File: src/rtl/mdu_pkg.sv
// Shared types for the iterative multiply/divide unit.
package mdu_pkg;

  typedef enum logic [1:0] {
    MULT  = 2'b00,
    MULTU = 2'b01,
    DIV   = 2'b10,
    DIVU  = 2'b11
  } op_e;

  typedef enum logic [1:0] {
    IDLE,
    RUN,
    FIX
  } state_e;

  function automatic logic is_div(input op_e op);
    return (op == DIV) || (op == DIVU);
  endfunction

endpackage

File: src/rtl/mdu_step.sv
// One iteration of the datapath: radix-2 shift-add for multiply, restoring
// shift-subtract for divide, on a double-width {upper, lower} accumulator.
module mdu_step
  import mdu_pkg::*;
#(
  parameter int WIDTH = 32
) (
  input  op_e                op,
  input  logic [2*WIDTH-1:0] acc_in,
  input  logic [WIDTH-1:0]   operand,
  output logic [2*WIDTH-1:0] acc_out
);

  logic [WIDTH:0] sum;
  logic [WIDTH:0] trial;
  logic [WIDTH:0] diff;

  // Multiply keeps the adder carry as the new top bit after the right shift;
  // divide shifts the next dividend bit into the partial remainder first.
  always_comb begin
    sum   = {1'b0, acc_in[2*WIDTH-1:WIDTH]} + (acc_in[0] ? {1'b0, operand} : '0);
    trial = acc_in[2*WIDTH-1:WIDTH-1];
    diff  = trial - {1'b0, operand};
    if (is_div(op)) begin
      if (trial >= {1'b0, operand}) begin
        acc_out = {diff[WIDTH-1:0], acc_in[WIDTH-2:0], 1'b1};
      end else begin
        acc_out = {trial[WIDTH-1:0], acc_in[WIDTH-2:0], 1'b0};
      end
    end else begin
      acc_out = {sum, acc_in[WIDTH-1:1]};
    end
  end

endmodule

File: src/rtl/mdu_iterative.sv
// Multi-cycle multiply/divide unit with architectural HI/LO registers,
// start/busy/done handshake, abort, and direct HI/LO writes.
module mdu_iterative
  import mdu_pkg::*;
#(
  parameter int WIDTH = 32,
  parameter int CNT_W = $clog2(WIDTH + 1)
) (
  input  logic             clk,
  input  logic             rst_n,
  input  logic             Start,
  input  logic [1:0]       Op,
  input  logic [WIDTH-1:0] SrcA,
  input  logic [WIDTH-1:0] SrcB,
  input  logic             Abort,
  input  logic             HiWe,
  input  logic             LoWe,
  input  logic [WIDTH-1:0] WrData,
  output logic             Busy,
  output logic             Done,
  output logic             DivZero,
  output logic [WIDTH-1:0] Hi,
  output logic [WIDTH-1:0] Lo
);

  state_e             state;
  op_e                op_q;
  logic [CNT_W-1:0]   cnt;
  logic [2*WIDTH-1:0] acc;
  logic [2*WIDTH-1:0] acc_next;
  logic [WIDTH-1:0]   operand;
  logic               neg_res;
  logic               neg_rem;
  logic               dz;

  op_e                op_in;
  logic               signed_op;
  logic [WIDTH-1:0]   mag_a;
  logic [WIDTH-1:0]   mag_b;
  logic [2*WIDTH-1:0] prod_fix;
  logic [WIDTH-1:0]   quo_fix;
  logic [WIDTH-1:0]   rem_fix;

  // Magnitudes are taken as unsigned, so |MIN| fits and MIN / -1 yields MIN.
  always_comb begin
    op_in     = op_e'(Op);
    signed_op = (op_in == MULT) || (op_in == DIV);
    mag_a     = (signed_op && SrcA[WIDTH-1]) ? -SrcA : SrcA;
    mag_b     = (signed_op && SrcB[WIDTH-1]) ? -SrcB : SrcB;
    prod_fix  = neg_res ? -acc : acc;
    quo_fix   = neg_res ? -acc[WIDTH-1:0] : acc[WIDTH-1:0];
    rem_fix   = neg_rem ? -acc[2*WIDTH-1:WIDTH] : acc[2*WIDTH-1:WIDTH];
  end

  mdu_step #(.WIDTH(WIDTH)) u_step (
    .op      (op_q),
    .acc_in  (acc),
    .operand (operand),
    .acc_out (acc_next)
  );

  always_ff @(posedge clk or negedge rst_n) begin
    if (!rst_n) begin
      state   <= IDLE;
      op_q    <= MULT;
      cnt     <= '0;
      acc     <= '0;
      operand <= '0;
      neg_res <= 1'b0;
      neg_rem <= 1'b0;
      dz      <= 1'b0;
      Busy    <= 1'b0;
      Done    <= 1'b0;
      DivZero <= 1'b0;
      Hi      <= '0;
      Lo      <= '0;
    end else begin
      Done <= 1'b0;
      case (state)
        IDLE: begin
          if (HiWe) Hi <= WrData;
          if (LoWe) Lo <= WrData;
          if (Start) begin
            op_q    <= op_in;
            cnt     <= CNT_W'(WIDTH);
            Busy    <= 1'b1;
            neg_res <= signed_op & (SrcA[WIDTH-1] ^ SrcB[WIDTH-1]);
            neg_rem <= signed_op & SrcA[WIDTH-1];
            // Divide by zero skips the iterations; acc carries the final Hi/Lo.
            if (is_div(op_in) && (SrcB == '0)) begin
              dz    <= 1'b1;
              acc   <= {SrcA, {WIDTH{1'b1}}};
              state <= FIX;
            end else begin
              dz      <= 1'b0;
              acc     <= {{WIDTH{1'b0}}, is_div(op_in) ? mag_a : mag_b};
              operand <= is_div(op_in) ? mag_b : mag_a;
              state   <= RUN;
            end
          end
        end
        RUN: begin
          if (Abort) begin
            state <= IDLE;
            Busy  <= 1'b0;
          end else begin
            acc <= acc_next;
            cnt <= cnt - CNT_W'(1);
            if (cnt == CNT_W'(1)) state <= FIX;
          end
        end
        FIX: begin
          state <= IDLE;
          Busy  <= 1'b0;
          if (!Abort) begin
            Done    <= 1'b1;
            DivZero <= dz;
            if (dz) begin
              {Hi, Lo} <= acc;
            end else if (is_div(op_q)) begin
              Hi <= rem_fix;
              Lo <= quo_fix;
            end else begin
              {Hi, Lo} <= prod_fix;
            end
          end
        end
        default: begin
          state <= IDLE;
          Busy  <= 1'b0;
        end
      endcase
    end
  end

endmodule

File: config.mk
export PLATFORM = sky130hd
export DESIGN_NAME = mdu_iterative
export DESIGN_NICKNAME = d
export VERILOG_FILES = /design/src/rtl/mdu_pkg.sv /design/src/rtl/mdu_step.sv /design/src/rtl/mdu_iterative.sv
export SDC_FILE = /design/constraint.sdc
export NUM_CORES = 1
export LEC_CHECK = 0
export CELL_PAD_IN_SITES_DETAIL_PLACEMENT = 1
export CELL_PAD_IN_SITES_GLOBAL_PLACEMENT = 1
export CORE_MARGIN = 3
export CORE_UTILIZATION = 43
export DETAILED_ROUTE_END_ITERATION = 8
export PLACE_DENSITY_LB_ADDON = 0.08
export REMOVE_ABC_BUFFERS = 1
export SLEW_MARGIN = 15
export SYNTH_ARGS = -nofsm -noshare
export SYNTH_HDL_FRONTEND = slang
export SYNTH_SLANG_ARGS = --single-unit
export TNS_END_PERCENT = 30
File: constraint.sdc
create_clock -name clk -period 4.4 [get_ports clk]
set_input_delay 1.1 -clock clk [delete_from_list [all_inputs] [get_ports clk]]
set_output_delay 1.1 -clock clk [all_outputs]
set_load 0.02 [all_outputs]
==> results.yml <==
sta:
  final-setup-viol-count: 0
  fin_setup_tns_ps: 0
  slew_headroom_pct: 21.7
  fin_crit_sh_pct: 94.3
  slew_viol_final: 0
  post-route-min-period_ps: 4150
  rsz0062_at_grt: "false"
  whs_ps: 479
  clock_skew_ps: 12.4
  fmax_mhz: 241
  tightest_slew_ps: 1160
  final_hold_viol_count: 0
synthesis:
  avgSynthCellArea_um2: 7.54
  yosys_register_bits: 175
  synth_edf_count: 0
  netlist_area_um2: 15500
  yosys_warnings: 0
  synth.mux.area_fraction_pct: 3.42
  synth_top_area_cell: "dfrtp_1"
  synth_area_leaders: "dfrtp_1 28%, nor2_1 6.4%, a21oi_1 6.1%"
  synthArstFlopShare_pct: 100
  synth_ff_type: "dfrtp_1"
  synthSimpleGateAreaFrac_pct: 21.6
  synth_top_area_share_pct: 28.3
  synthCells: 2053
  synthXorXnorAreaFrac_pct: 9.62
  synth_compound_area_share_pct: 26.3
  yosysUniqueCellTypes: 79
  synth_top_family_by_area: "compound AO/OA/AOI/OAI gates"
  yosysSeqAreaShare_pct: 28.3
  synth_fa_ha_area_share_pct: 5.92
hold_path:
  hold_class: "reg -> reg"
  hp-start: "Lo[15]"
  min_path_cells: 2
  min_to: "Lo[15]"
clocking:
  htreeDepth: 4
  cts-buffers-inserted: 17
  cts_setup_buffers: 0
  cts_buffer_depth: 2
  cts_tree: "yes"
  cts_resized: 0
  cts.reportedPaths.clkPinSlew_ps: 80
  cts-root-buf: "clkbuf_16"
  clk_latency_ps: 460
  cts_hold_buffers: 0
  clock-sinks: 175
pwr:
  leakage_nw: 7.82
  ir_worst_vdd_mv: 0.473
  powerDensity_nw_per_um2: 714
  total_power_mw: 13.3
critical_path:
  cp_data_arrival_time_ps: 4500
  r2r_cells: 14
  reg2reg_slack_ps: 250
  cp_max_fo: 19
  critPathCaptureType: "register"
  worstSetupStartpointType: "register"
  path_class: "reg -> reg"
  crit_required_ps: 4750
  reg2reg_to: "acc[60]"
  r2r_start: "acc[0]"
floorplan:
  initial_core_util_pct: 44.3
  coreArea_um2: 35000
  ioPinCount: 171
  dieWidth_um: 196
  rows: 68
  die_h_um: 196
  die_area_um2: 38300
final_layout:
  layout.cells.non_filler: 2673
  multi_input_area_um2: 10400
  ff_latch_area_um2: 4380
  final_layout_size_suffix_gt1_share_pct: 7.57
  num-fill-cells: 4363
  fin_nets: 2381
  antenna_cells: 0
  area_delta_synth_final_pct: 20.1
placed_design:
  finalWeightedCongestion: 0.950
  place_hpwl_mm: 50.9
  place_inst: 2641
  io_buffers: 170
global_route:
  track_usage_pct: 33.2
  grt_pass1_wl_mm: 100
  overflow: 0
  grt_pass1_vias: 17000
  grt_max_degree: 101
  antenna_found_initial: 1
flow_run:
  max_cap_viol_count: 0
drt:
  drt_iter0_drc: 1356
  antenna_left: 0
  via_count: 16600
  wl_mm: 64.5
  dr.pass1.iters: 5
  viasPerCell: 6.21
  route.detailed.drc: 0
  routedWlPerCell_um: 24.1
status:
  status: "completed"
## synthesized netlist by cell type (all sizes together) (5+ instances only)
library cell  instances
nor2                264
nand2               249
a21oi               188
o21ai               184
dfrtp               175
clkbuf              110
xnor2                88
xor2                 82
ha                   70
inv                  69
o31ai                60
nor3                 38
mux2i                36
nand3                35
a211oi               33
a21o                 32
nand2b               23
a31oi                22
nor4                 21
nand4                20
buf                  16
o22ai                16
mux2                 15
o211ai               15
nor2b                14
o41ai                13
or3                  13
or4                  13
o21a                 12
and2                 11
a221oi               10
and3                 10
a222oi                8
o21bai                8
o311ai                8
nor3b                 6
a41oi                 5
o221ai                5
or2                   5
## metal layers
| metal | part of all wire, % | up-vias | track usage (%) |
|---|---|---|---|
| li1 | - | 7643 | - |
| met1 | 44 | 8237 | 45.4 |
| met2 | 46 | 617 | 54.8 |
| met3 | 6.9 | 102 | 5.31 |
| met4 | 2.4 | 0 | 8.82 |
| met5 | 0 | - | 0 |
## layout make-up
| type | count | share of cell area (%) |
|---|---|---|
| Tap cell | 455 | 3.06 |
| Sequential cell | 175 | 23.6 |
| Timing Repair Buffer | 259 | 13.0 |
| Multi-Input combinational cell | 1681 | 56.0 |
| Clock buffer | 19 | 2.38 |
| Inverter | 71 | 1.43 |
| Clock inverter | 13 | 0.559 |
## metrics by stage
stage | util [%] | area [µm²] | setup slack, ps
after detailed placement | 51.6 | 18000 | 60.9
after global routing | 53.1 | 18600 | 55.6
after CTS | 53.1 | 18600 | 332
after global placement | 51.6 | 18000 | 167
final | 53.1 | 18600 | 249
after floorplan | - | 15000 | -2.63
## state kept, by name, indices dropped and copies added (netlist names)
name     flops
Busy         1
neg_rem      1
op_q         1
state        2
operand     32
Done         1
acc         64
DivZero      1
dz           1
Hi          32
Lo          32
neg_res      1
cnt          6
## critical path: stages, from the launching register on
cell and delay [ps]:
dfrtp_1 490, clkinv_1 110, buf_4 300, nor2_1 110
ha_1 270, a211oi_1 330, o21ai_0 250, o31ai_1 240
buf_4 180, a211oi_1 120, o31ai_1 510, o21ai_0 240
a31oi_1 240, mux2_2 350, a221o_1 270
## where the power goes
group / total [mW] / switching, mW / internal (mW)
logic: 8.78 / 5.40 / 3.38
clock network: 1.50 / 0.754 / 0.748
registers: 2.99 / 0.778 / 2.21
total: 13.3 / 6.93 / 6.34
## worst max path at each step
stage,startpoint,slack (ps),end,cells past startpoint
floorplan,SrcB[4],-3,operand[16],7
global placement,SrcB[4],170,acc[52],11
detailed placement,SrcB[4],60,acc[49],10
CTS,acc[0],330,acc[60],14
global route,acc[0],60,acc[60],14
finish,acc[0],250,acc[60],14
## cell families (layout without fill, tap and decap cells)
group,count (synthesis),after routing
flops,175,175
mux,51,51
compound gates,652,652
xor+xnor,170,170
fa+ha+maj,72,72
buf+inv,197,362
simple gates,736,736
## layout by cell type, fill, tap and decap left out, types with 32 or more instances in the layout
cell type	instances
nor2_1	262
nand2_1	248
a21oi_1	188
o21ai_0	184
dfrtp_1	174
clkdlybuf4s50_1	168
xnor2_1	88
buf_4	85
xor2_1	82
ha_1	70
inv_1	69
o31ai_1	59
nor3_1	36
mux2i_1	36
nand3_1	35
a211oi_1	32
(Power assumes the default switching activity.)
